File: src/rtl/fs_nms_if.sv
// Score-stream / corner-output bundle between the FAST scorer, fs_nms and its consumer.
// The master side feeds pixel scores and observes surviving corners.
interface fs_nms_if #(
  parameter int ADDR_W = 15
);
  logic              scoreValid;
  logic [7:0]        scoreValue;
  logic              wren;
  logic              cornerValid;
  logic [ADDR_W-1:0] cornerAddr;
  logic [7:0]        cornerScore;
  logic              frameDone;
  logic              busy;

  modport master (
    output scoreValid, scoreValue, wren,
    input  cornerValid, cornerAddr, cornerScore, frameDone, busy
  );

  modport slave (
    input  scoreValid, scoreValue, wren,
    output cornerValid, cornerAddr, cornerScore, frameDone, busy
  );
endinterface

File: src/rtl/fs_nms.sv
// 3x3 non-maximum suppression over a raster score stream, using two line buffers.
// Only local maxima with a raster-order tie-break are emitted, one cycle after the closing pixel.
module fs_nms #(
  parameter int IMG_W  = 160,
  parameter int IMG_H  = 120,
  parameter int ADDR_W = 15
) (
  input  logic      clock,
  input  logic      nReset,
  fs_nms_if.slave   nms
);
  localparam int CW = $clog2(IMG_W);
  localparam int RW = $clog2(IMG_H);
  localparam logic [ADDR_W-1:0] CENTRE_OFS = ADDR_W'(IMG_W + 1);

  typedef enum logic [1:0] {IDLE, RUN, DONE} state_t;

  state_t            state;
  logic [CW-1:0]     col;
  logic [RW-1:0]     row;
  logic [ADDR_W-1:0] row_base;

  logic [7:0] lb1 [IMG_W];
  logic [7:0] lb2 [IMG_W];
  logic [7:0] top_a_p0, top_b_p0, mid_a_p0, mid_b_p0, bot_a_p0, bot_b_p0;

  logic              accept;
  logic [7:0]        s_in;
  logic [7:0]        top_n, mid_n;
  logic              last_col, last_row, eval_ok, peak;
  logic [ADDR_W-1:0] centre_addr;

  // Earlier raster neighbours must be strictly below the centre, later ones may tie.
  function automatic logic is_peak(
    input logic [7:0] c,
    input logic [7:0] ta, input logic [7:0] tb, input logic [7:0] tn,
    input logic [7:0] ma, input logic [7:0] mn,
    input logic [7:0] ba, input logic [7:0] bb, input logic [7:0] bn
  );
    return (c != 8'd0) &&
           (ta < c) && (tb < c) && (tn < c) && (ma < c) &&
           (mn <= c) && (ba <= c) && (bb <= c) && (bn <= c);
  endfunction

  assign accept      = nms.scoreValid && (state != DONE);
  assign s_in        = nms.wren ? nms.scoreValue : 8'd0;
  assign top_n       = lb2[col];
  assign mid_n       = lb1[col];
  assign last_col    = (col == CW'(IMG_W - 1));
  assign last_row    = (row == RW'(IMG_H - 1));
  assign eval_ok     = (row >= RW'(2)) && (col >= CW'(2));
  assign peak        = is_peak(mid_b_p0, top_a_p0, top_b_p0, top_n, mid_a_p0, mid_n,
                               bot_a_p0, bot_b_p0, s_in);
  assign centre_addr = row_base + ADDR_W'(col) - CENTRE_OFS;

  always_ff @(posedge clock or negedge nReset) begin
    if (!nReset) begin
      state           <= IDLE;
      col             <= '0;
      row             <= '0;
      row_base        <= '0;
      nms.cornerValid <= 1'b0;
      nms.cornerAddr  <= '0;
      nms.cornerScore <= 8'd0;
      nms.frameDone   <= 1'b0;
      nms.busy        <= 1'b0;
    end else begin
      nms.cornerValid <= 1'b0;
      nms.frameDone   <= 1'b0;
      case (state)
        IDLE: if (accept) begin
          state    <= RUN;
          nms.busy <= 1'b1;
        end
        RUN: if (accept && last_col && last_row) begin
          state         <= DONE;
          nms.busy      <= 1'b0;
          nms.frameDone <= 1'b1;
        end
        default: state <= IDLE;
      endcase
      if (accept) begin
        if (last_col) begin
          col <= '0;
          if (last_row) begin
            row      <= '0;
            row_base <= '0;
          end else begin
            row      <= row + RW'(1);
            row_base <= row_base + ADDR_W'(IMG_W);
          end
        end else begin
          col <= col + CW'(1);
        end
        // Output stage: register the evaluated centre
        if (eval_ok && peak) begin
          nms.cornerValid <= 1'b1;
          nms.cornerAddr  <= centre_addr;
          nms.cornerScore <= mid_b_p0;
        end
      end
      if (state == DONE) begin
        col      <= '0;
        row      <= '0;
        row_base <= '0;
      end
    end
  end

  // Window stage: line buffers and the two retained window columns shift per accepted pixel
  always_ff @(posedge clock) begin
    if (accept) begin
      lb2[col] <= mid_n;
      lb1[col] <= s_in;
      top_a_p0 <= top_b_p0;
      top_b_p0 <= top_n;
      mid_a_p0 <= mid_b_p0;
      mid_b_p0 <= mid_n;
      bot_a_p0 <= bot_b_p0;
      bot_b_p0 <= s_in;
    end
  end
endmodule

File: src/flat_wrapper.sv
// flat-port wrapper written by rule: the top's interface ports become plain ports
module fs_nms_flat 
#(
  parameter int IMG_W  = 160,
  parameter int IMG_H  = 120,
  parameter int ADDR_W = 15
)
  (clock, nReset, nms_scoreValid, nms_scoreValue, nms_wren, nms_cornerValid, nms_cornerAddr, nms_cornerScore, nms_frameDone, nms_busy);
  fs_nms_if #(.ADDR_W(ADDR_W)) nms_i ();
  input  logic clock;
  input  logic nReset;
  input wire logic [$bits(nms_i.scoreValid)-1:0] nms_scoreValid;
  input wire logic [$bits(nms_i.scoreValue)-1:0] nms_scoreValue;
  input wire logic [$bits(nms_i.wren)-1:0] nms_wren;
  output wire logic [$bits(nms_i.cornerValid)-1:0] nms_cornerValid;
  output wire logic [$bits(nms_i.cornerAddr)-1:0] nms_cornerAddr;
  output wire logic [$bits(nms_i.cornerScore)-1:0] nms_cornerScore;
  output wire logic [$bits(nms_i.frameDone)-1:0] nms_frameDone;
  output wire logic [$bits(nms_i.busy)-1:0] nms_busy;
  assign nms_i.scoreValid = nms_scoreValid;
  assign nms_i.scoreValue = nms_scoreValue;
  assign nms_i.wren = nms_wren;
  assign nms_cornerValid = nms_i.cornerValid;
  assign nms_cornerAddr = nms_i.cornerAddr;
  assign nms_cornerScore = nms_i.cornerScore;
  assign nms_frameDone = nms_i.frameDone;
  assign nms_busy = nms_i.busy;
  fs_nms #(.IMG_W(IMG_W), .IMG_H(IMG_H), .ADDR_W(ADDR_W)) u_core (.clock(clock), .nReset(nReset), .nms(nms_i));
endmodule
File: config.mk
export PLATFORM = sky130hd
export DESIGN_NAME = fs_nms_flat
export DESIGN_NICKNAME = d
export VERILOG_FILES = /design/src/rtl/fs_nms_if.sv /design/src/rtl/fs_nms.sv /design/src/flat_wrapper.sv
export SDC_FILE = /design/constraint.sdc
export NUM_CORES = 2
export LEC_CHECK = 0
export BUFFER_PORTS_ARGS = -buffer_cell sky130_fd_sc_hd__buf_2
export CAP_MARGIN = 20
export CORE_ASPECT_RATIO = 0.75
export CORE_MARGIN = 8
export CORE_UTILIZATION = 40
export DETAILED_ROUTE_END_ITERATION = 10
export PLACE_DENSITY = 0.57
export SYNTH_ARGS = -nofsm -noshare
export SYNTH_HDL_FRONTEND = slang
export SYNTH_SLANG_ARGS = --single-unit
File: constraint.sdc
create_clock -name clock -period 11.9 [get_ports clock]
set_input_delay 1.785 -clock clock [delete_from_list [all_inputs] [get_ports clock]]
set_output_delay 1.785 -clock clock [all_outputs]
set_load 0.02 [all_outputs]
Word level (Yosys, flattened, before mapping)
Memory sizes are Yosys's and may differ from the RTL's.
Cells that the tools add are included.
{ "op_classes": {"n_addsub": 5, "multipliers": 0, "div_mod_pow": 0, "n_lt_le_gt_ge": 10, "eq_ne": 7, "shifts": 0, "muxes": 24, "bitwise": 0, "reduce_logical": 22} }
{ "ops": {"columns": ["operator", "n"], "rows": [
  ["15-bit 2-to-1 mux", 4],
  ["8-bit <= comparator", 4],
  ["8-bit less-than comparator", 4],
  ["8-bit 2-to-1 mux", 4],
  ["7-bit 2-to-1 mux", 4],
  ["15-bit by 8-bit adder with 15-bit output", 1],
  ["15-bit by 8-bit adder with 15-bit output, second input constant", 1],
  ["15-bit by 8-bit subtractor with 15-bit output, second input constant", 1],
  ["1-bit logical AND", 13],
  ["8-bit by 1-bit adder with 8-bit output, second input constant", 1],
  ["8-bit equality test, second input constant", 1],
  ["8-bit by 2-bit >= comparator with 1-bit output, second input constant", 1],
  ["1-bit 2-to-1 mux", 8],
  ["8-bit nonzero test", 1],
  ["7-bit by 1-bit adder with 7-bit output, second input constant", 1],
  ["7-bit equality test, second input constant", 1],
  ["7-bit by 2-bit >= comparator with 1-bit output, second input constant", 1],
  ["2-bit AND reduction", 3],
  ["2-bit nonzero test", 3],
  ["2-bit 2-to-1 mux", 2],
  ["2-bit by 1-bit inequality test with 1-bit output, second input constant", 2],
  ["2-bit case mux with 2 select lines", 1],
  ["3-bit AND reduction", 1],
  ["2-bit by 1-bit equality test with 1-bit output, second input constant", 1],
  ["4 further kinds", 4]
]} }
{ "word_totals": {"reg_bits": 106, "latchBits": 0, "ramBits": 2560, "mem_bits_ro": 0, "elab_cells": 85, "mem_count": 2} }
{ "mem_list": {"columns": ["memory", "words", "width", "rd", "rd_ports_with_merged_regs", "wr", "line", "text"], "rows": [
  ["u_core.lb1", 160, 8, 1, 0, 1, "fs_nms.sv:23", "logic [7:0] lb1 [IMG_W];"],
  ["u_core.lb2", 160, 8, 1, 0, 1, "fs_nms.sv:24", "logic [7:0] lb2 [IMG_W];"]
]} }

Longest topological paths before layout
{ "logic_depth": {"word_depth": 12, "depth_mapped": 20} }

Worst setup path after synthesis
OpenSTA, ideal clock, no wires.
{ "synth_timing": {"path_type": "register -> register", "start": "register u_core.col[1]", "end": "register u_core.nms.cornerScore[0]", "setup_time_ns": 0.125, "arrival_ns": 7.079, "t_required_ns": 11.775, "slack_ns": 4.696, "stages_incl_launch_ff": 20, "synth_period_minus_slack_ns": 7.204, "cell_sequence": "dfrtp_1 buf_2 buf_2 buf_1 buf_1 mux4_2 mux4_2 mux4_2 a22oi_1 nand2_1 ha_1 and3_1 nand4_1 o21ai_0 nor4b_1 o211ai_1 nor4_2 nand2_2 buf_4 mux2_4"} }
{ "synth_via": {"elab_cells_between_ends": 14, "cone_classes": "order compare: 3; reduce/logical: 9; memory: 2"} }
{ "synth_rtl": {"columns": ["element", "line", "text"], "rows": [
  ["start: declaration", "fs_nms.sv:19", "logic [CW-1:0] col;"],
  ["start signal: assignment", "fs_nms.sv:93", "col <= col + CW'(1);"],
  ["memory read 160 x 8 bit", null, null],
  ["named net u_core.mid_n[7]", "fs_nms.sv:29", "logic [7:0] top_n, mid_n;"],
  ["8-bit <= comparator", "fs_nms.sv:42", "(mn <= c) && (ba <= c) && (bb <= c) && (bn <= c);"],
  ["1-bit logical AND", "fs_nms.sv:41", "(ta < c) && (tb < c) && (tn < c) && (ma < c) &&"],
  ["1-bit logical AND (3 in a row)", "fs_nms.sv:42", null],
  ["1-bit logical AND", "fs_nms.sv:96", "if (eval_ok && peak) begin"],
  ["2-bit AND reduction (no source line)", null, null],
  ["end signal: assignment", "fs_nms.sv:99", "nms.cornerScore <= mid_b_p0;"],
  ["end: declaration", "fs_nms_if.sv:22", "output cornerValid, cornerAddr, cornerScore, frameDone, busy"]
]} }
The timed path passes the listed nets, and every way through them passes these cells.
A chain may end at the register's enable or synchronous reset.

Worst setup path in the final report
{ "layout_timing": {"start": "register u_core.col[0]", "end": "register u_core.nms.cornerAddr[12]"} }
{ "layout_via": {"elab_cells_between_ends": 16, "cone_classes": "add/sub: 2; order compare: 3; reduce/logical: 9; memory: 2"} }
{ "layout_rtl": {"columns": ["element", "line", "text"], "rows": [
  ["memory read 160 x 8 bit", null, null],
  ["named net u_core.mid_n[4]", "fs_nms.sv:29", null],
  ["8-bit <= comparator", "fs_nms.sv:42", null],
  ["1-bit logical AND", "fs_nms.sv:41", null],
  ["1-bit logical AND (3 in a row)", "fs_nms.sv:42", null],
  ["1-bit logical AND", "fs_nms.sv:96", null],
  ["2-bit AND reduction (no source line)", null, null],
  ["end signal: assignment", "fs_nms.sv:98", "nms.cornerAddr <= centre_addr;"],
  ["end: declaration", "fs_nms_if.sv:22", null]
]} }
The timed path passes the listed nets, and every way through them passes these cells.

==> run_results.csv <==
group,metric,value,unit
sta,maxSlewViolCount,0,
cts,cts_setup_buffers,0,
cts,clkTransAtPathRegs,0.06,ns
floorplanning,core-area,259000,µm²
power,ir_drop,0.000276,V
critical_path,endpoint_kind,"flop",
sta,fin_crit,7.66,ns
cts,clock-sinks,2661,
sta,clock.fmax,131,MHz
floorplanning,num_rows,162,
synth,synthAdderAreaFrac,1.15,%
synth,ys_ff_latch,2661,
sta,tns,0,ns
cts,cts_made_buffers,247,
cts,post_cts_resized,0,
critical_path,crit_required,12.65,ns
global_route,grt_usage,19.3,%
synth,synth_xor_xnor_area_share,0.160,%
cells_and_area,syn2layout_area_growth,13.1,%
drt,vias,49100,
drt,dr.first_iter.drc_count,6279,
synth,netlist_area,104000,µm²
drt,drc,0,
sta,worstMarginPinSlew,1.22,ns
cts,postCtsHoldBufs,0,
synth,syn_area_per_cell,23.4,µm²
cts,clk_latency,0.91,ns
synth,syn_nets,4550,
floorplanning,ios,38,
global_route,grt_max_degree,111,
floorplanning,die_h,457,µm
drt,vias_per_cell,5.86,
drt,routedLengthMet1,119,mm
cells_and_area,layout-drive-gt1-share,30.9,%
floorplanning,initial_core_util,40.1,%
synth,yosysMostFrequentCell,"edfxtp_1",
cells_and_area,fin_nets,4851,
sta,rsz0062_at_grt,"false",
drt,dr.pass1.iters,6,
cts,cts-htree-levels,4,
synth,postSynthCellCount,4443,
status,status,"finished, final reports clean",
sta,setup_viol,0,
placed_design,io_buffers,37,
drt,wl,272,mm
critical_path,worstPathMaxFanout,79,
drt,highest_layer,"met4",
synth,ys_async_sr_fraction,1.99,%
power,total_power,29.0,mW
synth,yosys_warnings,0,
synth,yosys.area.top_type_share,75.3,%
hold_path,hold_path_class,"reg -> reg",
drt,wl_met3,24.1,mm
critical_path,arrival,8.41,ns
sta,relSlewSlack,18.5,%
critical_path,worstSetupPathType,"reg -> reg",
cts,cts_tree,"yes",
sta,fin_crit_sh,64.4,%
sta,finalClockSkew,0.0995,ns
synth,yosys.area.top_type,"edfxtp_1",
synth,yosys-top-cells-count,"edfxtp_1 (2,608), mux4_2 (816), nor2_1 (211)",
floorplanning,die_x,605,µm
drt,ant_nets,0,
synth,yosysSeqAreaShare,76.6,%
synth,synth.area.mux_share,18.1,%
global_route,grt_pass1_wl,383,mm
synth,ys.flop_type,"edfxtp_1",
cts,cts-root-buf,"clkbuf_16",
synth,yosys.area_share.simple,1.68,%
critical_path,startpoint_type,"flop",
global_route,antenna_found_initial,14,
drt,routedWlPerCell,32.4,µm
cts,cts_buffer_depth,4,
cells_and_area,n_fill_cell,21300,
synth,synth.area.top_cells,"edfxtp_1 (75%), mux4_2 (18%), dfrtp_1 (1.3%)",
placed_design,gp_congestion,0.789,
synth,synth-edff-count,2608,
job,maxCapViolations,0,
power,powerDensity,247,nW/µm²
global_route,grt-ovfl-total,0,
power,p_leak,37.1,nW
synth,synth_cell_type_count,67,
global_route,grt_pass1_vias,49200,
sta,finalHoldViolCount,0,
drt,route.met2.wl,123,mm
floorplanning,die_area,277000,µm²
synth,synth_top_family_by_area,"multiplexers",
placed_design,dp_hpwl,155,mm
synth,synth-compound-area-share,1.07,%
==> metrics by stage <==
stage                     hold WS [ns]  utilization, %  setup WS [ns]  instances  instance area, µm²
final                            0.448            45.3           4.24       8384              118000
after global placement           0.436            42.2           4.13       7928              110000
after global routing             0.428            45.3           3.68       8381              118000
after detailed placement         0.448            42.3           4.13       7933              110000
after CTS                        0.419            45.3           4.13       8375              117000
after floorplan                  0.417               -           4.70       4443              104000
==> cells by family after synthesis <==
kind of cell / Yosys count
compound gates: 165
xor+xnor: 19
fa+ha+maj: 95
buf+inv: 264
flops: 2661
mux: 858
simple gates: 381
==> report_power, final <==
| part | switching, mW | internal, mW |
|---|---|---|
| registers | 0.167 | 12.9 |
| logic | 5.64 | 2.46 |
| clock network | 3.43 | 4.43 |
| total | 9.24 | 19.8 |
==> registers in the layout, summed over array words and instances, names as in the netlist <==
name                    flops
u_core.nms.busy             1
u_core.col                  8
u_core.top_b_p0             8
u_core.state                2
u_core.bot_b_p0             8
u_core.top_a_p0             8
u_core.nms.cornerValid      1
u_core.row                  7
u_core.lb2               1280
u_core.mid_b_p0             8
u_core.nms.frameDone        1
u_core.nms.cornerAddr      15
u_core.lb1               1280
u_core.nms.cornerScore      8
u_core.row_base            10
u_core.bot_a_p0             8
u_core.mid_a_p0             8
==> layout by cell type, fill, tap and decap left out, types with 6 or more instances in the layout <==
cell type and instances:
a21o_1 16, a21oi_1 40, a22oi_1 21, a2bb2oi_1 8, and2_4 7, and3_1 11, buf_12 11, buf_2 39
buf_4 222, bufinv_16 27, clkbuf_1 59, clkbuf_16 251, clkinv_1 52, clkinv_2 40, dfrtp_1 48, edfxtp_1 2608
ha_1 94, inv_1 31, mux2_1 10, mux2_2 6, mux2_4 7, mux2i_1 19, mux4_2 816, nand2_1 34
nand2_4 7, nand3_1 34, nand4_1 16, nor2_1 173, nor2_2 18, nor2_4 20, nor2b_1 9, o211ai_1 18
o21ai_0 21, or2_2 18, xnor2_1 16
==> critical path: stages (launching register included) <==
cell and delay, ns:
dfrtp_4 0.93, buf_4 0.66, buf_12 0.46, mux4_2 0.57, mux4_2 0.48, mux4_2 0.62
a22oi_1 0.34, nand2_4 0.56, ha_1 0.58, and3_1 0.19, nand4_1 0.13, o21ai_0 0.09
nor4b_1 0.24, o211ai_1 0.16, nor4_2 0.40, nand2_2 0.47, mux2_1 0.48
==> cell type report <==
cell class	instances	area [µm²]	share of cell area [%]
sequential	2661	79700	67.8
inverter	37	149	0.127
antenna	3	7.51	0.00639
tap	3444	4310	3.67
timing repair buffer	279	2220	1.89
multi-input combinational	1518	23300	19.9
clock buffer	310	6500	5.53
clock inverter	132	1360	1.15
==> routing by layer <==
layer | vias up | GRT usage (%)
met5 | - | 0
met4 | 0 | 3.72
met3 | 344 | 4.01
met2 | 2148 | 28.9
met1 | 27000 | 29.4
li1 | 19600 | -
==> worst paths after layout <==
kind	start	endpoint	slack [ns]	depth (start not counted)
max in group asynchronous	nReset	u_core.col[1]	10.30	2
min in group asynchronous	nReset	u_core.row_base[14]	1.03	2
worst min register to register	u_core.bot_b_p0[0]	u_core.bot_a_p0[0]	0.45	0
worst min-delay path	u_core.bot_b_p0[0]	u_core.bot_a_p0[0]	0.45	0
worst max-delay path	u_core.col[0]	u_core.nms.cornerAddr[12]	4.24	16
worst max register to register	u_core.col[0]	u_core.nms.cornerAddr[12]	4.24	16
Power figures use the tool's default switching activity.
